$ cat src/rtl/mac_burst_arbiter.sv
// mac_burst_arbiter: round-robin burst scheduler in front of a shared 4x4 multiply / 8-bit accumulate datapath.
// One burst per grant; the result is held until the consumer accepts it, then IDLE re-arbitrates.
module mac_burst_arbiter #(
  parameter int NREQ = 4,
  parameter int IDW = 2
) (
  input  logic              clk,
  input  logic              rst,
  input  logic [NREQ-1:0]   req_valid,
  input  logic [NREQ-1:0]   req_last,
  input  logic [4*NREQ-1:0] req_a,
  input  logic [4*NREQ-1:0] req_b,
  output logic [NREQ-1:0]   req_ready,
  output logic              res_valid,
  input  logic              res_ready,
  output logic [7:0]        res_data,
  output logic              res_ovf,
  output logic [IDW-1:0]    res_id,
  output logic              busy
);
  typedef enum logic [1:0] {IDLE, RUN, DONE} state_t;
  state_t         state_q;
  logic [IDW-1:0] ptr_q, g_q, pick;
  logic [7:0]     acc_q, prod;
  logic           ovf_q, any_valid, fire;
  logic [3:0]     a_g, b_g;
  logic [8:0]     sum;
  // Scan downward so the nearest valid index after ptr_q is the last one written.
  always_comb begin
    pick = '0;
    any_valid = 1'b0;
    for (int k = NREQ; k >= 1; k--) begin
      if (req_valid[(int'(ptr_q) + k) % NREQ]) begin
        pick = IDW'((int'(ptr_q) + k) % NREQ);
        any_valid = 1'b1;
      end
    end
  end
  assign a_g  = req_a[{g_q, 2'b00} +: 4];
  assign b_g  = req_b[{g_q, 2'b00} +: 4];
  assign prod = {4'b0, a_g} * {4'b0, b_g};
  assign sum  = {1'b0, acc_q} + {1'b0, prod};
  assign fire = (state_q == RUN) && req_valid[g_q];
  always_ff @(posedge clk or posedge rst) begin
    if (rst) begin
      state_q <= IDLE;
      ptr_q   <= IDW'(NREQ - 1);
      g_q     <= '0;
      acc_q   <= '0;
      ovf_q   <= 1'b0;
    end else begin
      unique case (state_q)
        IDLE: if (any_valid) begin
          g_q     <= pick;
          acc_q   <= '0;
          ovf_q   <= 1'b0;
          state_q <= RUN;
        end
        RUN: if (fire) begin
          acc_q <= sum[7:0];
          ovf_q <= ovf_q | sum[8];
          if (req_last[g_q]) state_q <= DONE;
        end
        DONE: if (res_ready) begin
          ptr_q   <= g_q;
          state_q <= IDLE;
        end
        default: state_q <= IDLE;
      endcase
    end
  end
  assign req_ready = (state_q == RUN) ? ({{(NREQ-1){1'b0}}, 1'b1} << g_q) : '0;
  assign res_valid = state_q == DONE;
  assign res_data  = acc_q;
  assign res_ovf   = ovf_q;
  assign res_id    = g_q;
  assign busy      = state_q != IDLE;
endmodule

$ cat config.mk
export PLATFORM = sky130hd
export DESIGN_NAME = mac_burst_arbiter
export DESIGN_NICKNAME = d
export VERILOG_FILES = /design/src/rtl/mac_burst_arbiter.sv
export SDC_FILE = /design/constraint.sdc
export NUM_CORES = 1
export LEC_CHECK = 0
export CAP_MARGIN = 20
export CORE_ASPECT_RATIO = 1.1
export CORE_MARGIN = 2
export CORE_UTILIZATION = 45
export CTS_CLUSTER_DIAMETER = 60
export DETAILED_ROUTE_END_ITERATION = 12
export DONT_BUFFER_PORTS = 1
export PLACE_DENSITY = 0.64
export SYNTH_ARGS = -nofsm -noshare
export SYNTH_HDL_FRONTEND = slang
export SYNTH_SLANG_ARGS = --single-unit
$ cat constraint.sdc
create_clock -name clk -period 4.5 [get_ports clk]
set_input_delay 0.9 -clock clk [delete_from_list [all_inputs] [get_ports clk]]
set_output_delay 0.9 -clock clk [all_outputs]
set_load 0.03 [all_outputs]
Word level (Yosys, flattened, before mapping)
Index checks and enable logic that the tools add are counted.

word-level totals
  output and inout port bits = 17
  flip-flop bits (word level) = 15
  bits of input ports = 43
  word-level logic and storage cells = 78

operators by class
  bitwise logic cells = 5
  $add $sub $neg = 5
  muxes and demuxes = 36
  multiply operators = 1
  shifts and indexed selects = 3
  equal/unequal tests = 6
  $lt $le $gt $ge = 5
  reductions and logical operators = 12

operator list
  kind                 number
  $shiftx 16x5->4      2
  $lt 3x4->1 const B   4
  $mux 1               16
  $mux 2               8
  $mux 8               2
  $pmux 8 s2           1
  $bmux 1 s2           6
  $add 8x8->9          1
  $mul 4x4->8          1
  $reduce_or 2->1      4
  $pmux 2 s3           1
  $add 2x1->2 const B  2
  $add 2x2->2 const B  2
  $and 1x1->1 const A  4
  $mux 4               1
  $ne 2x1->1 const B   2
  $ne 2x2->1 const B   2
  $reduce_and 2->1     2
  $reduce_and 4->1     1
  $reduce_bool 2->1    2
  $shl 1x2->4 const A  1
  $lt 2x3->1 const B   1
  $reduce_and 3->1     1
  $eq 2x1->1 const B   1
  other kinds (5)      5

Depth between registers and ports, before layout
Gate-level depths: netlist of the first run.

  depth in word-level cells = 12
  gate-level depth with buffers = 15
  gate-level depth less buffers = 13

Worst setup path before layout of the first run
No wires, ideal clock.

  path type = flip-flop to flip-flop
  start = reg g_q[0], in the netlist res_id[0]
  end = reg acc_q[5], in the netlist res_data[5]
  arrival time = 4.178 ns
  data required time = 4.417 ns
  cell stages (with the launch flop) = 14
  slack = 0.240 ns
  library setup time = 0.083 ns
  buffers on the path = 2
  cell sequence = dfrtp_1 > buf_2 > buf_2 > mux4_2 > nand2_1 > fa_1 > fa_1 > fa_1 > inv_1 > ha_1 > nor2b_1 > o31ai_1 > a21bo_2 > o21ai_0

between the ends
  cells in the longest elaborated chain, start to end = 5
  elaborated cells between the ends (all ways) = 11

RTL lines
  what                                                     line    source
  start, declared                                          23      logic [IDW-1:0] ptr_q, g_q, pick;
  start signal, assigned                                   54      g_q <= pick;
  $shiftx 16x5->4, or another cell as far along            39      assign a_g = req_a[{g_q, 2'b00} +: 4];
  $mul 4x4->8 / $mux 1 (equally long branches)             41, 43
  $add 8x8->9 / $logic_and 1x1->1 (equally long branches)  42, 43
  $mux 8 / $ne 2x2->1 (equally long branches)              -
  $pmux 8 s2 / $reduce_and 3->1 (equally long branches)    -
  end signal, assigned                                     60      acc_q <= sum[7:0];
  end, declared                                            24      logic [7:0] acc_q, prod;

Parallel ways exist; a longest one is shown, timed or not. The select of a mux whose other input is x is not followed.
A chain may end at the register's enable or synchronous reset.

Worst setup path after layout of the first run
  start = in req_a[5]
  end = reg acc_q[5], in the netlist res_data[5]

between the ends
  cells in the longest elaborated chain, start to end = 5

RTL lines
  what             line  source
  start, declared  11    input logic [4*NREQ-1:0] req_a,
  $shiftx 16x5->4  39
  $mul 4x4->8      41    assign prod = {4'b0, a_g} * {4'b0, b_g};
  $add 8x8->9      42    assign sum = {1'b0, acc_q} + {1'b0, prod};
  $mux 8           59    RUN: if (fire) begin
  $pmux 8 s2       52    unique case (state_q)

Every way passes these cells. The select of a mux whose other input is x is not followed.

==> results_tabular.tex, run 1 <==
\begin{tabular}{lr}
\hline
Metric & Value \\
\hline
\multicolumn{2}{l}{\textbf{Critical path}} \\
Startpoint-to-endpoint class of the critical path & input pin to register \\
Start of the worst register-to-register path & res\_id[0]\$\_DFFE\_PP0P\_ \\
R2R setup slack & about 340 ps \\
Critical Path Fanout Max & 4 \\
Startpoint type of the worst setup path & input pin \\
Delay of the slowest cell on the worst path & 540 ps \\
Data arrival time of the critical path & roughly 4400 ps \\
Cell breakdown of the critical path & mux4\_1, nand2\_1, fa\_1, fa\_1, fa\_1, inv\_1, ha\_1, nor2b\_1, o31ai\_1, a21bo\_2, o21ai\_0 \\
Critical register-to-register path endpoint & res\_data[5]\$\_DFFE\_PP0P\_ \\
CP max stage cell & sky130\_fd\_sc\_hd\_\_mux4\_1 \\
Required time worst endpoint & around 4700 ps \\
Crit-path most repeated cell & sky130\_fd\_sc\_hd\_\_fa\_1 \\
Kind of end point of the critical path & register \\
Logic depth of the worst register-to-register path & 11 \\
Worst setup path startpoint & req\_a[5] \\
Capture point of the critical path & res\_data[5]\$\_DFFE\_PP0P\_ \\
\multicolumn{2}{l}{\textbf{GRT}} \\
Via count of the first global-routing pass & about 1,400 \\
Remaining Overflow, GRT & 0 \\
GRT Util Overall & 0.187 \\
Largest net degree at the start of global routing & 16 \\
Wire length of the first global-routing pass & around 6600 um \\
Antenna violations before repair & 0 \\
\multicolumn{2}{l}{\textbf{Flow run}} \\
Reported max-cap violation count & 0 \\
\multicolumn{2}{l}{\textbf{Yosys}} \\
Adder-Cell Fraction of Synth Area & 0.226 \\
Mux cell area share after synthesis & 0.151 \\
Simple-Gate Fraction of Synth Area & 0.167 \\
Count of mapped cells out of synthesis & around 190 \\
Fraction of post-synthesis cell area in the top cell type by area & 0.187 \\
Most frequent cells after synthesis & sky130\_fd\_sc\_hd\_\_inv\_1, sky130\_fd\_sc\_hd\_\_ha\_1, sky130\_fd\_sc\_hd\_\_nand2\_1, sky130\_fd\_sc\_hd\_\_dfrtp\_1, sky130\_fd\_sc\_hd\_\_nand3\_1 \\
Register area share after synthesis & 0.218 \\
Number of synthesis warnings & 0 \\
Number of enable-type register cells in the synthesized netlist & 0 \\
Nets in the synthesized netlist & between 200 and 300 \\
Parity-gate share of the synthesized area counting xor and xnor cells & 0.0101 \\
Top flip-flop cell by instance count after synthesis & sky130\_fd\_sc\_hd\_\_dfrtp\_1 \\
Cell type with the highest aggregate area in the netlist & sky130\_fd\_sc\_hd\_\_dfrtp\_1 \\
Ys async rst share & 1.00 \\
Cell with the most instances after synthesis & sky130\_fd\_sc\_hd\_\_inv\_1 \\
Synthesized-area fraction occupied by ao, oa, aoi and oai cells & 0.135 \\
Cell area after synthesis & about 1700 um2 \\
Synth cell types & 38 \\
Post-Syn Area per Cell & 9.38 um2 \\
Number of synthesized register bits & 15 \\
Largest family of logic cells by synthesized area & adder cells \\
Top cells by area, synth & sky130\_fd\_sc\_hd\_\_dfrtp\_1, sky130\_fd\_sc\_hd\_\_ha\_1, sky130\_fd\_sc\_hd\_\_fa\_1 \\
\multicolumn{2}{l}{\textbf{Die}} \\
Row count & 23 \\
Starting utilization of the core area & 0.471 \\
Area inside the core boundary & 3680 um2 \\
Die X-Extent & about 63 um \\
Die area & roughly 4400 um2 \\
Number of top-level pins & 60 \\
Height of the die & approximately 69 um \\
\multicolumn{2}{l}{\textbf{Clock tree}} \\
Clock sinks & 15 \\
Clk slew on worst S/H paths & 70 ps \\
Clock latency on the worst-skew pair & around 250 ps \\
CTS Root Cell & sky130\_fd\_sc\_hd\_\_clkbuf\_8 \\
Post-CTS setup buffers & 0 \\
Hold bufs inserted after CTS & 0 \\
CTS resizes & 0 \\
Clock buffers created by TritonCTS & 3 \\
CTS tree & yes \\
Largest buffer count on any clock path & 2 \\
CTS H-Tree Depth & 1 \\
\multicolumn{2}{l}{\textbf{Timing}} \\
Post-route clock skew & around 3.1 ps \\
Least-Margin Pin Slew & 896 ps \\
Highest clock frequency the design can meet & between 200 and 250 MHz \\
Setup TNS & 0 ps \\
Hold Vio Cnt, Final & 0 \\
Time the final worst path needs with I/O delays and setup & 4190 ps \\
Period Utilization, post-route & 0.931 \\
RSZ-0062 raised after global routing & false \\
Total count of max-transition violations in the final report & 0 \\
Relative slew margins & 0.398 \\
Final count of negative-setup-slack endpoints & 0 \\
\multicolumn{2}{l}{\textbf{Run status}} \\
Result of the run & finished clean \\
\multicolumn{2}{l}{\textbf{Route}} \\
Number of nets still failing antenna checks after routing & 0 \\
Number of DRC markers in iteration 0 & 37 \\
Total wire length & slightly below 4000 um \\
Post-route DRC violation count & 0 \\
Length of the first detailed-routing pass in iterations & 4 \\
Vias after detailed routing & $\sim$1,300 \\
Drt wl/cell & between 15 and 20 um \\
Vias/cell & about 5.7 \\
\multicolumn{2}{l}{\textbf{Place}} \\
DP Wirelength & 3280 um \\
Routability congestion estimate from global placement & between 0.8 and 0.9 \\
Port Buffer Count & 0 \\
\multicolumn{2}{l}{\textbf{Finish}} \\
Share of cells above drive strength 1 & 0.124 \\
Ant diodes & 0 \\
Total Nets Final & roughly 260 \\
Fillcell total & around 370 \\
Layout area overhead & 4.61\% \\
\multicolumn{2}{l}{\textbf{Worst hold path}} \\
Min-Delay Path Class & input pin to async pin \\
\hline
\end{tabular}
worst min path at each step:
stage	to	cells after the start	startpoint	slack, ps
6_report	res_data[7]$_DFFE_PP0P_	1	rst	590
2_1_floorplan	state_q[0]$_DFFE_PP0P_	2	state_q[1]$_DFFE_PP0P_	580
4_1_cts	res_data[7]$_DFFE_PP0P_	1	rst	610
3_5_place_dp	ptr_q[0]$_DFFE_PP1P_	1	ptr_q[0]$_DFFE_PP1P_	630
3_3_place_gp	state_q[0]$_DFFE_PP0P_	2	state_q[0]$_DFFE_PP0P_	610
5_1_grt	res_data[7]$_DFFE_PP0P_	1	rst	630
worst max-delay path: cells and delay by family:
family | cells | cell delay [ps]
compound gates | 3 | 760
fa+ha+maj | 4 | 1830
buf+inv | 1 | 40
mux | 1 | 540
simple gates | 2 | 290
per-stage QoR:
stage	hold slack, ps	utilization	setup WS, ps	cells	instance area [um2]
5_1_grt	633	0.493	93.4	235	1820
3_3_place_gp	614	0.479	187	231	1770
6_report	588	0.493	308	235	1820
4_1_cts	609	0.493	203	235	1810
3_5_place_dp	627	0.479	58.3	231	1770
2_1_floorplan	578	-	240	185	1740
metal layers:
layer | share of wire | up-vias | global-route usage
met1 | 0.38 | 645 | 0.215
li1 | - | 638 | -
met3 | 0.056 | 4 | 0.0506
met2 | 0.55 | 45 | 0.350
met4 | 0.0067 | 0 | 0.0314
met5 | 0 | - | 0
sequential cells by signal (all words and copies together), names as in the netlist:
name,cells
res_data,8
ptr_q,2
res_id,2
state_q,2
res_ovf,1
kinds of logic (layout without fill, tap and decap cells):
| kind of cell | Yosys count | count (layout) |
|---|---|---|
| AOI/OAI and AO/OA | 35 | 35 |
| xor gates and xnor gates | 2 | 2 |
| adders and majority gates | 26 | 26 |
| buffers and inverters | 35 | 35 |
| DFF | 15 | 15 |
| muxes | 14 | 14 |
| and+or+nand+nor | 58 | 58 |
placed cells by master, fill, tap and decap left out:
cell and n:
sky130_fd_sc_hd__a2111o_1 1, sky130_fd_sc_hd__xor2_1 1, sky130_fd_sc_hd__mux2i_1 3, sky130_fd_sc_hd__buf_4 3, sky130_fd_sc_hd__and3_1 1, sky130_fd_sc_hd__a21oi_1 7, sky130_fd_sc_hd__ha_1 17, sky130_fd_sc_hd__a31o_2 1
sky130_fd_sc_hd__dfstp_2 2, sky130_fd_sc_hd__clkbuf_8 3, sky130_fd_sc_hd__o22ai_1 2, sky130_fd_sc_hd__a211oi_1 1, sky130_fd_sc_hd__nand3_1 13, sky130_fd_sc_hd__nand2b_1 2, sky130_fd_sc_hd__and2_1 12, sky130_fd_sc_hd__nor2b_1 3
sky130_fd_sc_hd__mux4_2 7, sky130_fd_sc_hd__xnor2_1 1, sky130_fd_sc_hd__mux4_1 2, sky130_fd_sc_hd__o21a_1 4, sky130_fd_sc_hd__dfrtp_1 12, sky130_fd_sc_hd__inv_1 28, sky130_fd_sc_hd__o31ai_1 3, sky130_fd_sc_hd__a21bo_2 1
sky130_fd_sc_hd__dfrtp_2 1, sky130_fd_sc_hd__o21ai_0 11, sky130_fd_sc_hd__o41ai_2 1, sky130_fd_sc_hd__mux2_2 2, sky130_fd_sc_hd__nand2_1 16, sky130_fd_sc_hd__o211ai_1 1, sky130_fd_sc_hd__fa_1 9, sky130_fd_sc_hd__nor3_1 3
sky130_fd_sc_hd__a22o_1 1, sky130_fd_sc_hd__nand2_4 1, sky130_fd_sc_hd__o31a_1 1, sky130_fd_sc_hd__nor2_1 7, sky130_fd_sc_hd__clkinvlp_4 1
cell type report:
cell class | instances | area (um2) | area share
Sequential cell | 15 | 379 | 0.209
Clock buffer | 3 | 41.3 | 0.0227
Multi-Input combinational cell | 135 | 1200 | 0.660
Clock inverter | 1 | 7.51 | 0.00414
Timing Repair Buffer | 3 | 22.5 | 0.0124
Inverter | 28 | 105 | 0.0579
Tap cell | 50 | 62.6 | 0.0345
Power of run 1 is left out: the tool's default activity adds up to more than one toggle a clock period on the data nets, which glitch-free logic cannot reach.
==> run 2, diff against run 1 <==
--- a/config.mk
+++ b/config.mk
@@ -12,6 +12,7 @@
 export CTS_CLUSTER_DIAMETER = 60
 export DETAILED_ROUTE_END_ITERATION = 12
 export DONT_BUFFER_PORTS = 1
+export MAX_ROUTING_LAYER = met4
 export PLACE_DENSITY = 0.64
 export SYNTH_ARGS = -nofsm -noshare
 export SYNTH_HDL_FRONTEND = slang
==> results_tabular.tex, run 2 (synthesis gave the netlist of run 1 again) <==
\begin{tabular}{lr}
\hline
Metric & Value \\
\hline
\multicolumn{2}{l}{\textbf{Finish}} \\
Total Nets Final & 255 (unchanged) \\
Fillcell total & 365 (unchanged) \\
Area of the multi-input gates & 1200 um2 (unchanged) \\
Ant diodes & 0 (unchanged) \\
Final instance count without filler cells & 235 (unchanged) \\
Register area & 379 um2 (unchanged) \\
Share of cells above drive strength 1 & 0.124 (unchanged) \\
Layout area overhead & 4.61\% (unchanged) \\
Highest-count cells in the layout ignoring fill and taps & sky130\_fd\_sc\_hd\_\_inv\_1, sky130\_fd\_sc\_hd\_\_ha\_1, sky130\_fd\_sc\_hd\_\_nand2\_1, sky130\_fd\_sc\_hd\_\_nand3\_1 (unchanged) \\
Leading cell type in the layout, fill and taps excluded & sky130\_fd\_sc\_hd\_\_inv\_1 (unchanged) \\
Flip-flop count of the largest register, all copies and words added & 8 (unchanged) \\
\multicolumn{2}{l}{\textbf{GRT}} \\
Antenna violations before repair & 0 (unchanged) \\
GRT Util Overall & 0.193 (was 0.187) \\
Wire length of the first global-routing pass & 6620 um (was 6600 um) \\
Via count of the first global-routing pass & 1,408 (was 1,411) \\
Largest net degree at the start of global routing & 16 (unchanged) \\
Global-route met2 utilization & 0.351 (was 0.350) \\
Met3 track utilization from global routing & 0.0506 (unchanged) \\
Met1 routing resource usage after global routing & 0.216 (was 0.215) \\
Remaining Overflow, GRT & 0 (unchanged) \\
Global-route layer with the greatest usage & met2 (unchanged) \\
\multicolumn{2}{l}{\textbf{Timing}} \\
Highest clock frequency the design can meet & 238 MHz (was 239 MHz) \\
Hold Vio Cnt, Final & 0 (unchanged) \\
Post-route clock skew & 3.90 ps (was 3.14 ps) \\
Final setup margin & 305 ps (was 308 ps) \\
Relative slew margins & 0.398 (about the same) \\
Period Utilization, post-route & 0.932 (was 0.931) \\
Least-Margin Pin Slew & 896 ps (about the same) \\
Time the final worst path needs with I/O delays and setup & 4200 ps (was 4190 ps) \\
Setup TNS & 0 ps (unchanged) \\
RSZ-0062 raised after global routing & false (unchanged) \\
Total count of max-transition violations in the final report & 0 (unchanged) \\
Final count of negative-setup-slack endpoints & 0 (unchanged) \\
\multicolumn{2}{l}{\textbf{Clock tree}} \\
Clock buffers created by TritonCTS & 3 (unchanged) \\
Clk slew on worst S/H paths & 70 ps (about the same) \\
CTS H-Tree Depth & 1 (unchanged) \\
Largest buffer count on any clock path & 2 (unchanged) \\
Post-CTS setup buffers & 0 (unchanged) \\
CTS Root Cell & sky130\_fd\_sc\_hd\_\_clkbuf\_8 (unchanged) \\
Clock sinks & 15 (unchanged) \\
Clock latency on the worst-skew pair & 250 ps (about the same) \\
CTS tree & yes (unchanged) \\
\multicolumn{2}{l}{\textbf{Critical path}} \\
Critical register-to-register path endpoint & res\_data[5]\$\_DFFE\_PP0P\_ (unchanged) \\
Required time worst endpoint & 4680 ps (about the same) \\
Startpoint type of the worst setup path & input pin (unchanged) \\
Logic depth of the worst register-to-register path & 11 (unchanged) \\
Data arrival time of the critical path & 4370 ps (about the same) \\
Start of the worst register-to-register path & res\_id[0]\$\_DFFE\_PP0P\_ (unchanged) \\
Kind of end point of the critical path & register (unchanged) \\
Critical Path Fanout Max & 4 (unchanged) \\
Cell breakdown of the critical path & mux4\_1, nand2\_1, fa\_1, fa\_1, fa\_1, inv\_1, ha\_1, nor2b\_1, o31ai\_1, a21bo\_2, o21ai\_0 (unchanged) \\
Startpoint-to-endpoint class of the critical path & input pin to register (unchanged) \\
CP max stage cell & sky130\_fd\_sc\_hd\_\_mux4\_1 (unchanged) \\
R2R setup slack & 330 ps (was 340 ps) \\
Delay of the slowest cell on the worst path & 540 ps (about the same) \\
Crit-path most repeated cell & sky130\_fd\_sc\_hd\_\_fa\_1 (unchanged) \\
\multicolumn{2}{l}{\textbf{Route}} \\
Number of DRC markers in iteration 0 & 49 (was 37) \\
Vias after detailed routing & 1,330 (was 1,332) \\
Vias/cell & 5.66 (was 5.67) \\
Total wire length & 3890 um (about the same) \\
Drt wl/cell & 16.5 um (about the same) \\
Post-route DRC violation count & 0 (unchanged) \\
Number of nets still failing antenna checks after routing & 0 (unchanged) \\
Length of the first detailed-routing pass in iterations & 4 (unchanged) \\
\multicolumn{2}{l}{\textbf{Die}} \\
Row count & 23 (unchanged) \\
Area inside the core boundary & 3680 um2 (unchanged) \\
Starting utilization of the core area & 0.471 (unchanged) \\
Die X-Extent & 63.2 um (unchanged) \\
Height of the die & 69.1 um (unchanged) \\
Number of top-level pins & 60 (unchanged) \\
Die area & 4370 um2 (unchanged) \\
\multicolumn{2}{l}{\textbf{Place}} \\
Port Buffer Count & 0 (unchanged) \\
Routability congestion estimate from global placement & 0.906 (was 0.891) \\
DP Wirelength & 3280 um (unchanged) \\
Placement-stage worst setup slack & 58.3 ps (unchanged) \\
Cells after DPL & 231 (unchanged) \\
\multicolumn{2}{l}{\textbf{Worst hold path}} \\
Min-Delay Path Class & input pin to async pin (unchanged) \\
\multicolumn{2}{l}{\textbf{Run status}} \\
Result of the run & finished clean (unchanged) \\
\multicolumn{2}{l}{\textbf{Flow run}} \\
Reported max-cap violation count & 0 (unchanged) \\
\hline
\end{tabular}
==> run 2: cell counts in the layout (fill, tap and decap cells not counted) <==
Identical to the previous run, type by type.
==> run 2: worst max path at each step <==
stage / startpoint / to / slack (ps)
2_1_floorplan: res_id[0]$_DFFE_PP0P_ / res_data[5]$_DFFE_PP0P_ / 240
6_report: req_a[5] / res_data[5]$_DFFE_PP0P_ / 300
3_5_place_dp: req_a[5] / res_data[5]$_DFFE_PP0P_ / 60
4_1_cts: res_id[0]$_DFFE_PP0P_ / res_data[5]$_DFFE_PP0P_ / 200
3_3_place_gp: req_a[5] / res_data[5]$_DFFE_PP0P_ / 190
5_1_grt: res_id[0]$_DFFE_PP0P_ / res_data[5]$_DFFE_PP0P_ / 90
==> run 2: layout make-up <==
type / instances / share of cell area
repair buffers: 3 / 0.0124
inverters: 28 / 0.0579
flip-flops and latches: 15 / 0.209
clock inverters: 1 / 0.00414
well taps: 50 / 0.0345
clock buffers: 3 / 0.0227
multi-input cells: 135 / 0.660
==> run 2: what timing repair did <==
| item | in CTS | in global routing |
|---|---|---|
| hold buffers | 0 | 0 |
| endpoints found under the setup margin | 0 | 2 |
| endpoints found under the hold margin | 0 | 0 |
| gates resized for setup | 0 | 1 |
==> run 2: worst max-delay path, delay by kind of cell <==
family / cells / cell delay, ps
AOI/OAI and AO/OA: 3 / 770
adders and majority gates: 4 / 1830
muxes: 1 / 540
and+or+nand+nor: 2 / 290
buffers and inverters: 1 / 40
==> run 2: per-stage QoR <==
stage / utilization / area, um2 / hold WS (ps)
6_report: 0.493 / 1820 / 589
5_1_grt: 0.493 / 1820 / 637
4_1_cts: 0.493 / 1810 / 609
3_5_place_dp: 0.479 / 1770 / 627
3_3_place_gp: 0.479 / 1770 / 614
2_1_floorplan: - / 1740 / 578
==> run 2: per-layer routing <==
| metal | vias up | share of wire |
|---|---|---|
| li1 | 641 | - |
| met1 | 640 | 0.38 |
| met2 | 45 | 0.55 |
| met3 | 4 | 0.056 |
| met4 | 0 | 0.0067 |
| met5 | - | 0 |
Power of run 2 is left out for the same reason.
==> run 3, diff against run 2 <==
--- a/config.mk
+++ b/config.mk
@@ -12,7 +12,7 @@
 export CTS_CLUSTER_DIAMETER = 60
 export DETAILED_ROUTE_END_ITERATION = 12
 export DONT_BUFFER_PORTS = 1
-export MAX_ROUTING_LAYER = met4
+export GPL_TIMING_DRIVEN = 0
 export PLACE_DENSITY = 0.64
 export SYNTH_ARGS = -nofsm -noshare
 export SYNTH_HDL_FRONTEND = slang
==> results_tabular.tex, run 3 (synthesis gave the netlist of run 1 again) <==
\begin{tabular}{lr}
\hline
Metric & Value \\
\hline
\multicolumn{2}{l}{\textbf{Run status}} \\
Result of the run & finished clean (unchanged) \\
\multicolumn{2}{l}{\textbf{Place}} \\
DP Wirelength & 3340 um (was 3280 um) \\
Port Buffer Count & 0 (unchanged) \\
Cells after DPL & 235 (was 231) \\
Routability congestion estimate from global placement & 0.838 (was 0.906) \\
\multicolumn{2}{l}{\textbf{Finish}} \\
Leading cell type in the layout, fill and taps excluded & sky130\_fd\_sc\_hd\_\_inv\_1 (unchanged) \\
Highest-count cells in the layout ignoring fill and taps & sky130\_fd\_sc\_hd\_\_inv\_1, sky130\_fd\_sc\_hd\_\_ha\_1, sky130\_fd\_sc\_hd\_\_nand2\_1, sky130\_fd\_sc\_hd\_\_nand3\_1, sky130\_fd\_sc\_hd\_\_and2\_1 (was sky130\_fd\_sc\_hd\_\_inv\_1, sky130\_fd\_sc\_hd\_\_ha\_1, sky130\_fd\_sc\_hd\_\_nand2\_1, sky130\_fd\_sc\_hd\_\_nand3\_1) \\
Share of cells above drive strength 1 & 0.158 (was 0.124) \\
Ant diodes & 0 (unchanged) \\
Final instance count without filler cells & 240 (was 235) \\
Layout area overhead & 8.29\% (was 4.61\%) \\
Total Nets Final & 260 (was 255) \\
Flip-flop count of the largest register, all copies and words added & 8 (unchanged) \\
\multicolumn{2}{l}{\textbf{Timing}} \\
Highest clock frequency the design can meet & 232 MHz (was 238 MHz) \\
Time the final worst path needs with I/O delays and setup & 4310 ps (was 4200 ps) \\
Least-Margin Pin Slew & 889 ps (was 896 ps) \\
Post-route clock skew & 3.61 ps (was 3.90 ps) \\
Final count of negative-setup-slack endpoints & 0 (unchanged) \\
Total count of max-transition violations in the final report & 0 (unchanged) \\
Relative slew margins & 0.403 (was 0.398) \\
Hold Vio Cnt, Final & 0 (unchanged) \\
RSZ-0062 raised after global routing & false (unchanged) \\
Period Utilization, post-route & 0.957 (was 0.932) \\
\multicolumn{2}{l}{\textbf{Clock tree}} \\
Clk slew on worst S/H paths & 70 ps (about the same) \\
Largest buffer count on any clock path & 2 (unchanged) \\
Clock buffers created by TritonCTS & 3 (unchanged) \\
Hold bufs inserted after CTS & 0 (unchanged) \\
Clock sinks & 15 (unchanged) \\
Clock latency on the worst-skew pair & 260 ps (was 250 ps) \\
CTS H-Tree Depth & 1 (unchanged) \\
CTS tree & yes (unchanged) \\
CTS Root Cell & sky130\_fd\_sc\_hd\_\_clkbuf\_8 (unchanged) \\
\multicolumn{2}{l}{\textbf{GRT}} \\
Wire length of the first global-routing pass & 6830 um (was 6620 um) \\
Remaining Overflow, GRT & 0 (unchanged) \\
Largest net degree at the start of global routing & 16 (unchanged) \\
GRT Util Overall & 0.193 (about the same) \\
Via count of the first global-routing pass & 1,449 (was 1,408) \\
Antenna violations before repair & 0 (unchanged) \\
\multicolumn{2}{l}{\textbf{Route}} \\
WL met1 & 1500 um (was 1490 um) \\
Vias after detailed routing & 1,385 (was 1,330) \\
Routed met3 length & 253 um (was 216 um) \\
Vias/cell & 5.77 (was 5.66) \\
Post-route DRC violation count & 0 (unchanged) \\
Drt wl/cell & 16.8 um (was 16.5 um) \\
Met2 routed WL & 2220 um (was 2150 um) \\
Total wire length & 4040 um (was 3890 um) \\
Top routing layer in use & met4 (unchanged) \\
Number of nets still failing antenna checks after routing & 0 (unchanged) \\
Length of the first detailed-routing pass in iterations & 4 (unchanged) \\
Number of DRC markers in iteration 0 & 29 (was 49) \\
\multicolumn{2}{l}{\textbf{Die}} \\
Row count & 23 (unchanged) \\
Height of the die & 69.1 um (unchanged) \\
Die area & 4370 um2 (unchanged) \\
Starting utilization of the core area & 0.471 (unchanged) \\
Area inside the core boundary & 3680 um2 (unchanged) \\
Die X-Extent & 63.2 um (unchanged) \\
Number of top-level pins & 60 (unchanged) \\
\multicolumn{2}{l}{\textbf{Critical path}} \\
Required time worst endpoint & 4680 ps (about the same) \\
Critical Path Fanout Max & 10 (was 4) \\
R2R setup slack & 190 ps (was 330 ps) \\
Start of the worst register-to-register path & res\_id[0]\$\_DFFE\_PP0P\_ (unchanged) \\
Logic depth of the worst register-to-register path & 13 (was 11) \\
Critical register-to-register path endpoint & res\_data[5]\$\_DFFE\_PP0P\_ (unchanged) \\
Kind of end point of the critical path & register (unchanged) \\
Startpoint-to-endpoint class of the critical path & register to register (was input pin to register) \\
Data arrival time of the critical path & 4490 ps (was 4370 ps) \\
Startpoint type of the worst setup path & register (was input pin) \\
\multicolumn{2}{l}{\textbf{Worst hold path}} \\
Min-Delay Path Class & input pin to async pin (unchanged) \\
\multicolumn{2}{l}{\textbf{Flow run}} \\
Reported max-cap violation count & 0 (unchanged) \\
\hline
\end{tabular}
-- run 3: layout make-up --
class | instances | area (um2)
Buffer | 7 | 72.6
Clock buffer | 3 | 41.3
Clock inverter | 1 | 7.51
Fill cell | 382 | 1800
Inverter | 28 | 105
Multi-Input combinational cell | 135 | 1200
Sequential cell | 15 | 380
Tap cell | 50 | 62.6
Timing Repair Buffer | 1 | 7.51
-- run 3: what timing repair did --
item | 4_1_cts | 5_1_grt
buffers inserted | 0 | 1
gates resized for setup | 2 | 10
setup endpoints to repair | 2 | 4
endpoints found under the hold margin | 0 | 0
pin swaps | 0 | 1
-- run 3: critical path, cell delays in order, from the launching register on --
cell and delay, ps:
sky130_fd_sc_hd__dfrtp_2 480, sky130_fd_sc_hd__buf_8 170, sky130_fd_sc_hd__buf_6 150, sky130_fd_sc_hd__mux4_2 550, sky130_fd_sc_hd__nand2_1 110, sky130_fd_sc_hd__fa_1 420
sky130_fd_sc_hd__fa_1 510, sky130_fd_sc_hd__fa_1 520, sky130_fd_sc_hd__inv_1 50, sky130_fd_sc_hd__ha_1 330, sky130_fd_sc_hd__nor2b_1 180, sky130_fd_sc_hd__o31ai_2 350
sky130_fd_sc_hd__a21bo_2 260, sky130_fd_sc_hd__o21ai_0 130
-- run 3: worst max path at each step --
stage                           from                      end  slack (ps)  depth (start not counted)
3_3_place_gp   res_id[0]$_DFFE_PP0P_  res_data[5]$_DFFE_PP0P_         -90                         13
4_1_cts        res_id[0]$_DFFE_PP0P_  res_data[5]$_DFFE_PP0P_          30                         13
3_5_place_dp   res_id[0]$_DFFE_PP0P_  res_data[5]$_DFFE_PP0P_        -120                         13
6_report       res_id[0]$_DFFE_PP0P_  res_data[5]$_DFFE_PP0P_         190                         13
5_1_grt        res_id[0]$_DFFE_PP0P_  res_data[5]$_DFFE_PP0P_           3                         13
2_1_floorplan  res_id[0]$_DFFE_PP0P_  res_data[5]$_DFFE_PP0P_         240                         13
-- run 3: per-layer routing --
layer,global-route usage,up-vias
li1,-,648
met1,0.211,678
met2,0.370,53
met3,0.0522,6
met4,0.0386,0
met5,0,-
-- run 3: stage by stage --
stage	hold slack (ps)	utilization	setup TNS [ps]	setup WS [ps]	instance area, um2
floorplan	578	-	0	240	1740
global placement	616	0.488	-125	-91.6	1800
detailed placement	628	0.488	-186	-122	1800
CTS	618	0.503	0	33.3	1850
global route	635	0.510	0	3.40	1880
finish	596	0.510	0	194	1880
Power of run 3 is left out for the same reason.
